## src/rtl/adder_share_sched.sv

```systemverilog
// Round-robin scheduler sharing one start/valid adder among NREQ requesters.
// One transaction in flight (IDLE -> ISSUE -> WAIT -> RESP) with timeout and protocol fault flags.
module adder_share_sched #(
    parameter int W       = 8,
    parameter int NREQ    = 4,
    parameter int TIMEOUT = 4
) (
    input  logic              clk,
    input  logic              rst,
    input  logic [NREQ-1:0]   req,
    input  logic [NREQ*W-1:0] req_a,
    input  logic [NREQ*W-1:0] req_b,
    output logic [NREQ-1:0]   gnt,
    output logic [NREQ-1:0]   rsp_valid,
    output logic [W-1:0]      rsp_y,
    output logic              rsp_err,
    output logic              add_start,
    output logic [W-1:0]      add_a,
    output logic [W-1:0]      add_b,
    input  logic [W-1:0]      add_y,
    input  logic              add_valid,
    output logic [1:0]        err_flags
);
    localparam int PW = (NREQ > 1) ? $clog2(NREQ) : 1;
    localparam int CW = $clog2(TIMEOUT + 1);

    typedef enum logic [1:0] {
        S_IDLE,
        S_ISSUE,
        S_WAIT,
        S_RESP
    } state_t;

    state_t          state_q, state_d;
    logic [PW-1:0]   ptr_q, ptr_d;
    logic [CW-1:0]   wait_cnt_q, wait_cnt_d;
    logic [NREQ-1:0] gnt_q, gnt_d;
    logic [NREQ-1:0] rsp_valid_q, rsp_valid_d;
    logic [W-1:0]    rsp_y_q, rsp_y_d;
    logic            rsp_err_q, rsp_err_d;
    logic            add_start_q, add_start_d;
    logic [W-1:0]    add_a_q, add_a_d;
    logic [W-1:0]    add_b_q, add_b_d;
    logic [1:0]      err_flags_q, err_flags_d;

    logic            found;
    logic [PW-1:0]   win_idx;
    logic [W-1:0]    win_a;
    logic [W-1:0]    win_b;

    // Search ptr+1, ptr+2, ... (mod NREQ); first set request wins.
    always_comb begin
        int unsigned     cand;
        logic [NREQ-1:0] req_rot;
        found   = 1'b0;
        win_idx = ptr_q;
        cand    = 0;
        req_rot = '0;
        for (int unsigned i = 1; i <= NREQ; i++) begin
            cand    = ({{(32-PW){1'b0}}, ptr_q} + i) % NREQ;
            req_rot = req >> cand;
            if (!found && req_rot[0]) begin
                found   = 1'b1;
                win_idx = cand[PW-1:0];
            end
        end
        win_a = W'(req_a >> (win_idx * W));
        win_b = W'(req_b >> (win_idx * W));
    end

    always_comb begin
        state_d     = state_q;
        ptr_d       = ptr_q;
        wait_cnt_d  = wait_cnt_q;
        gnt_d       = '0;
        rsp_valid_d = '0;
        rsp_y_d     = '0;
        rsp_err_d   = 1'b0;
        add_start_d = 1'b0;
        add_a_d     = add_a_q;
        add_b_d     = add_b_q;
        err_flags_d = err_flags_q;

        if (add_valid && state_q != S_WAIT) begin
            err_flags_d[1] = 1'b1;
        end

        case (state_q)
            S_IDLE: begin
                if (found) begin
                    add_a_d     = win_a;
                    add_b_d     = win_b;
                    ptr_d       = win_idx;
                    gnt_d       = NREQ'(1) << win_idx;
                    add_start_d = 1'b1;
                    state_d     = S_ISSUE;
                end
            end
            S_ISSUE: begin
                wait_cnt_d = '0;
                state_d    = S_WAIT;
            end
            S_WAIT: begin
                if (add_valid) begin
                    rsp_valid_d = NREQ'(1) << ptr_q;
                    rsp_y_d     = add_y;
                    state_d     = S_RESP;
                end else if (wait_cnt_q == CW'(TIMEOUT - 1)) begin
                    err_flags_d[0] = 1'b1;
                    rsp_valid_d    = NREQ'(1) << ptr_q;
                    rsp_err_d      = 1'b1;
                    state_d        = S_RESP;
                end else begin
                    wait_cnt_d = wait_cnt_q + 1'b1;
                end
            end
            S_RESP: begin
                state_d = S_IDLE;
            end
            default: begin
                state_d = S_IDLE;
            end
        endcase
    end

    always_ff @(posedge clk) begin
        if (rst) begin
            state_q     <= S_IDLE;
            ptr_q       <= PW'(NREQ - 1);
            wait_cnt_q  <= '0;
            gnt_q       <= '0;
            rsp_valid_q <= '0;
            rsp_y_q     <= '0;
            rsp_err_q   <= 1'b0;
            add_start_q <= 1'b0;
            add_a_q     <= '0;
            add_b_q     <= '0;
            err_flags_q <= '0;
        end else begin
            state_q     <= state_d;
            ptr_q       <= ptr_d;
            wait_cnt_q  <= wait_cnt_d;
            gnt_q       <= gnt_d;
            rsp_valid_q <= rsp_valid_d;
            rsp_y_q     <= rsp_y_d;
            rsp_err_q   <= rsp_err_d;
            add_start_q <= add_start_d;
            add_a_q     <= add_a_d;
            add_b_q     <= add_b_d;
            err_flags_q <= err_flags_d;
        end
    end

    assign gnt       = gnt_q;
    assign rsp_valid = rsp_valid_q;
    assign rsp_y     = rsp_y_q;
    assign rsp_err   = rsp_err_q;
    assign add_start = add_start_q;
    assign add_a     = add_a_q;
    assign add_b     = add_b_q;
    assign err_flags = err_flags_q;

endmodule

```

## config.mk

```make
export PLATFORM = sky130hd
export DESIGN_NAME = adder_share_sched
export DESIGN_NICKNAME = d
export VERILOG_FILES = /design/src/rtl/adder_share_sched.sv
export SDC_FILE = /design/constraint.sdc
export NUM_CORES = 1
export LEC_CHECK = 0
export CAP_MARGIN = 20
export CORE_MARGIN = 1.5
export CORE_UTILIZATION = 45
export CTS_BUF_LIST = sky130_fd_sc_hd__clkbuf_16
export DETAILED_ROUTE_END_ITERATION = 6
export DONT_BUFFER_PORTS = 1
export GPL_ROUTABILITY_DRIVEN = 0
export PLACE_DENSITY_LB_ADDON = 0.3
export RECOVER_POWER = 100
export SLEW_MARGIN = 20
export SYNTH_ARGS = -nofsm -noshare
export SYNTH_HDL_FRONTEND = slang
export SYNTH_SLANG_ARGS = --single-unit
```

## constraint.sdc

```tcl
create_clock -name clk -period 3.5 [get_ports clk]
set_clock_uncertainty 0.05 [all_clocks]
set_input_delay 0.525 -clock clk [delete_from_list [all_inputs] [get_ports clk]]
set_output_delay 0.525 -clock clk [all_outputs]
set_load 0.01 [all_outputs]
```

==> Implementation_results.wiki <==
{| class="wikitable"
! Metric !! Value
|-
| Maximum vdd drop || 493 uV
|-
| Synthesized area divided by synthesized cell count || ~10 um2
|-
| Startpoint kind of the worst setup timing path || flop
|-
| Launch point of the worst path || ptr_q[1]
|-
| Total of warnings raised by yosys || 0
|-
| Critical path start-end classification || reg2reg
|-
| DRC viols || 0
|-
| Clk sink count || between 40 and 50
|-
| Avg Vias per Cell || approximately 5.7
|-
| Cell area after placement || 0.00225 mm2
|-
| Max transition margin || between 50% and 60%
|-
| Clk buf depth || 2
|-
| Power per unit of standard cell area || 909 mW/mm2
|-
| Run status || finished clean
|-
| Root buffer cell || clkbuf_16
|-
| Post-synthesis cell type count || 40
|-
| Global-route congestion overflow total || 0
|-
| Arrival time reported for the critical path endpoint || about 3.1 ns
|-
| Largest delay share family, worst path || compound AO/OA/AOI/OAI gates
|-
| Std-Cell Core Area || about 0.0048 mm2
|-
| # hold bufs at CTS || 0
|-
| Slowest cell on the critical path || o41ai_4
|-
| Fraction of the cycle the final worst path needs || a little under nine tenths
|-
| Most used DFF post-synth || dfxtp_1
|-
| Endpoint class of the critical path || flop
|-
| Sequential share of the synthesized area || between 30% and 40%
|-
| Synthesized Nets || 301
|-
| Starting density of the core || a little under half
|-
| Number of cells on the worst reg-to-reg path || 9
|-
| Average wire per standard cell || 15.9 um
|-
| Final-report max-slew violation count || 0
|-
| Number of antenna violations at the first check in global routing || 0
|-
| Worst-skew pair later-pin latency || ~0.29 ns
|-
| Number of gates on the worst path with buffers counted || 9
|-
| Number of setup buffers added after CTS || 0
|-
| Number of flops mapped to enable cells by yosys || 0
|-
| Seq cells post-synth || between 40 and 50
|-
| Largest net degree at the start of global routing || 38
|-
| Async S/R FF share, synth || 0%
|-
| Number of I/O pins || between 100 and 150
|-
| Number of setup violations in the final report || 0
|-
| Synth-to-layout area growth || 6.13%
|-
| Cell area after layout || about 0.0024 mm2
|-
| CTS buffer count || 5
|-
| Sum of negative setup slack || 0 ns
|-
| Critical path capture point || add_a[2]
|-
| Leading cell types in the layout, fill and taps excluded || dfxtp_1 (43), mux2i_1 (36), nand2_1 (21)
|-
| Quantity of gates resized following cts || 0
|-
| Count of routing violations after the opening detailed-route iteration || approximately 50
|-
| Via count || about 1.6k
|-
| RSZ-0062 raised after global routing || false
|-
| TritonCTS clock tree || yes
|-
| Tightest hold margin || ~0.26 ns
|-
| Hold WC Path Type || in2reg
|-
| Most common library cell in the layout ignoring fill and taps || dfxtp_1
|-
| Post-layout min period || ~3 ns
|-
| Width of the chip || 73.3 um
|-
| Total iterations of the first detailed-routing run || 4
|-
| Final HPWL DP || 3300 um
|-
| Transition at the pin with the smallest max-transition slack || 0.618 ns
|-
| Area of the die || 0.00537 mm2
|-
| Sum of routed wire length over all layers || ~4500 um
|-
| Final-report hold violation count || 0
|-
| Cell chain of the critical path || inv_1 -> ha_1 -> mux4_1 -> nand2b_1 -> a2111oi_4 -> o41ai_4 -> or3_1 -> clkbuf_2 -> o221ai_1
|-
| Slack of the worst reg-to-reg path || ~0.50 ns
|-
| Fraction of final layout cells with drive strength greater than 1 || between 10% and 20%
|-
| Startpoint of the worst-slack reg-to-reg timing path || ptr_q[1]
|-
| Highest clock frequency the design can meet || roughly 330 MHz
|-
| Vias in the first global route || 1547
|-
| Number of inserted diodes || 0
|-
| First-pass GRT wire length || just over 7000 um
|-
| Number of max-cap violations || 0
|-
| Global-route usage over all layers || between 10% and 20%
|-
| Number of buffers added on ports || 0
|-
| Number of nets still failing antenna checks after routing || 0
|-
| Placement Rows || 25
|-
| Required @ worst endpoint || approximately 3.6 ns
|-
| Crit path buf inv count || 2
|-
| Crit Reg-Reg Endpoint || add_a[2]
|-
| Leakage power || 0.985 nW
|-
| Deepest level of the CTS H-tree || 2
|-
| Synthesized instance count || 212
|-
| Critical Path Max Stage Delay || 0.51 ns
|-
| Die Y-Extent || around 73 um
|-
| Worst-path fanout max || 9
|-
| Clock transition time at the flip-flop clock pins of the worst setup and hold paths || approximately 0.07 ns
|-
| Netlist area before placement || ~0.0022 mm2
|-
| Final layout net count || 300
|}
-- cell type report --
type	instances	area, um2
clock buffers	5	125
flip-flops and latches	43	861
repair buffers	6	38.8
inverters	8	30.0
multi-input cells	147	1200
clock inverters	3	23.8
fillers	454	2390
well taps	67	83.8
-- state kept, by name (all words and copies together), names as in the netlist, 2 cells and up --
| signal | flops |
|---|---|
| add_a | 8 |
| add_b | 8 |
| rsp_y | 8 |
| gnt | 4 |
| rsp_valid | 4 |
| wait_cnt_q | 3 |
| err_flags | 2 |
| ptr_q | 2 |
| state_q | 2 |
-- cell families (layout without fill, tap and decap cells) --
group / Yosys count / count (layout) / share of synthesized area [%]
compound gates: 36 / 36 / 16.5
fa+ha+maj: 10 / 10 / 5.62
buf+inv: 22 / 22 / 5.79
flops: 43 / 43 / 38.7
simple gates: 63 / 63 / 15.0
mux: 38 / 38 / 18.4
-- how the worst min path moves through the flow --
stage,from,to,depth (start not counted)
2_1_floorplan,wait_cnt_q[1],wait_cnt_q[1],2
3_3_place_gp,wait_cnt_q[1],wait_cnt_q[1],2
3_5_place_dp,wait_cnt_q[1],wait_cnt_q[1],2
4_1_cts,rst,wait_cnt_q[0],1
5_1_grt,rst,wait_cnt_q[1],1
6_report,rst,wait_cnt_q[1],1
-- routing by layer --
metal / track usage [%] / share of wire [%] / wire length (um)
met3: 6.72 / 9.5 / 422
met1: 19.3 / 41 / 1810
met2: 29.6 / 49 / 2200
met5: 0 / 0 / 0
met4: 5.56 / 0.61 / 27
-- cell usage after synthesis (2+ instances only) --
cell type  instances  area, um2
buf_4              2       15.0
nor2b_1            2       12.5
inv_1              8       30.0
and2_1            12       75.1
buf_6              2       22.5
nor3b_1            2       15.0
o21ai_0            2       10.0
ha_1              10        125
nor3_1             3       15.0
nor4_1             3       18.8
nor4b_1            2       17.5
o221ai_1           6       52.6
buf_2              6       30.0
clkbuf_1           2       7.51
mux2i_1           36        360
nor2_1             8       30.0
a22oi_1            3       22.5
o221ai_2          10        150
dfxtp_1           43        861
nand2_1           21       78.8
a21oi_1            8       40.0
nand3_1            3       15.0
-- power breakdown --
part | switching [mW] | internal, mW
sequential | 0.108 | 0.601
combinational | 0.529 | 0.445
clock | 0.198 | 0.267
total | 0.834 | 1.31
-- through the flow --
step / worst slack (ns) / util [%] / instances / power (mW)
3_5_place_dp: 0.370 / 47.4 / 271 / 1.76
2_1_floorplan: 0.688 / - / 212 / 1.61
4_1_cts: 0.370 / 50.6 / 279 / 2.24
5_1_grt: 0.295 / 49.7 / 279 / 2.30
6_report: 0.496 / 49.7 / 279 / 2.15
3_3_place_gp: 0.468 / 47.4 / 271 / 1.74
(Power assumes the default switching activity.)
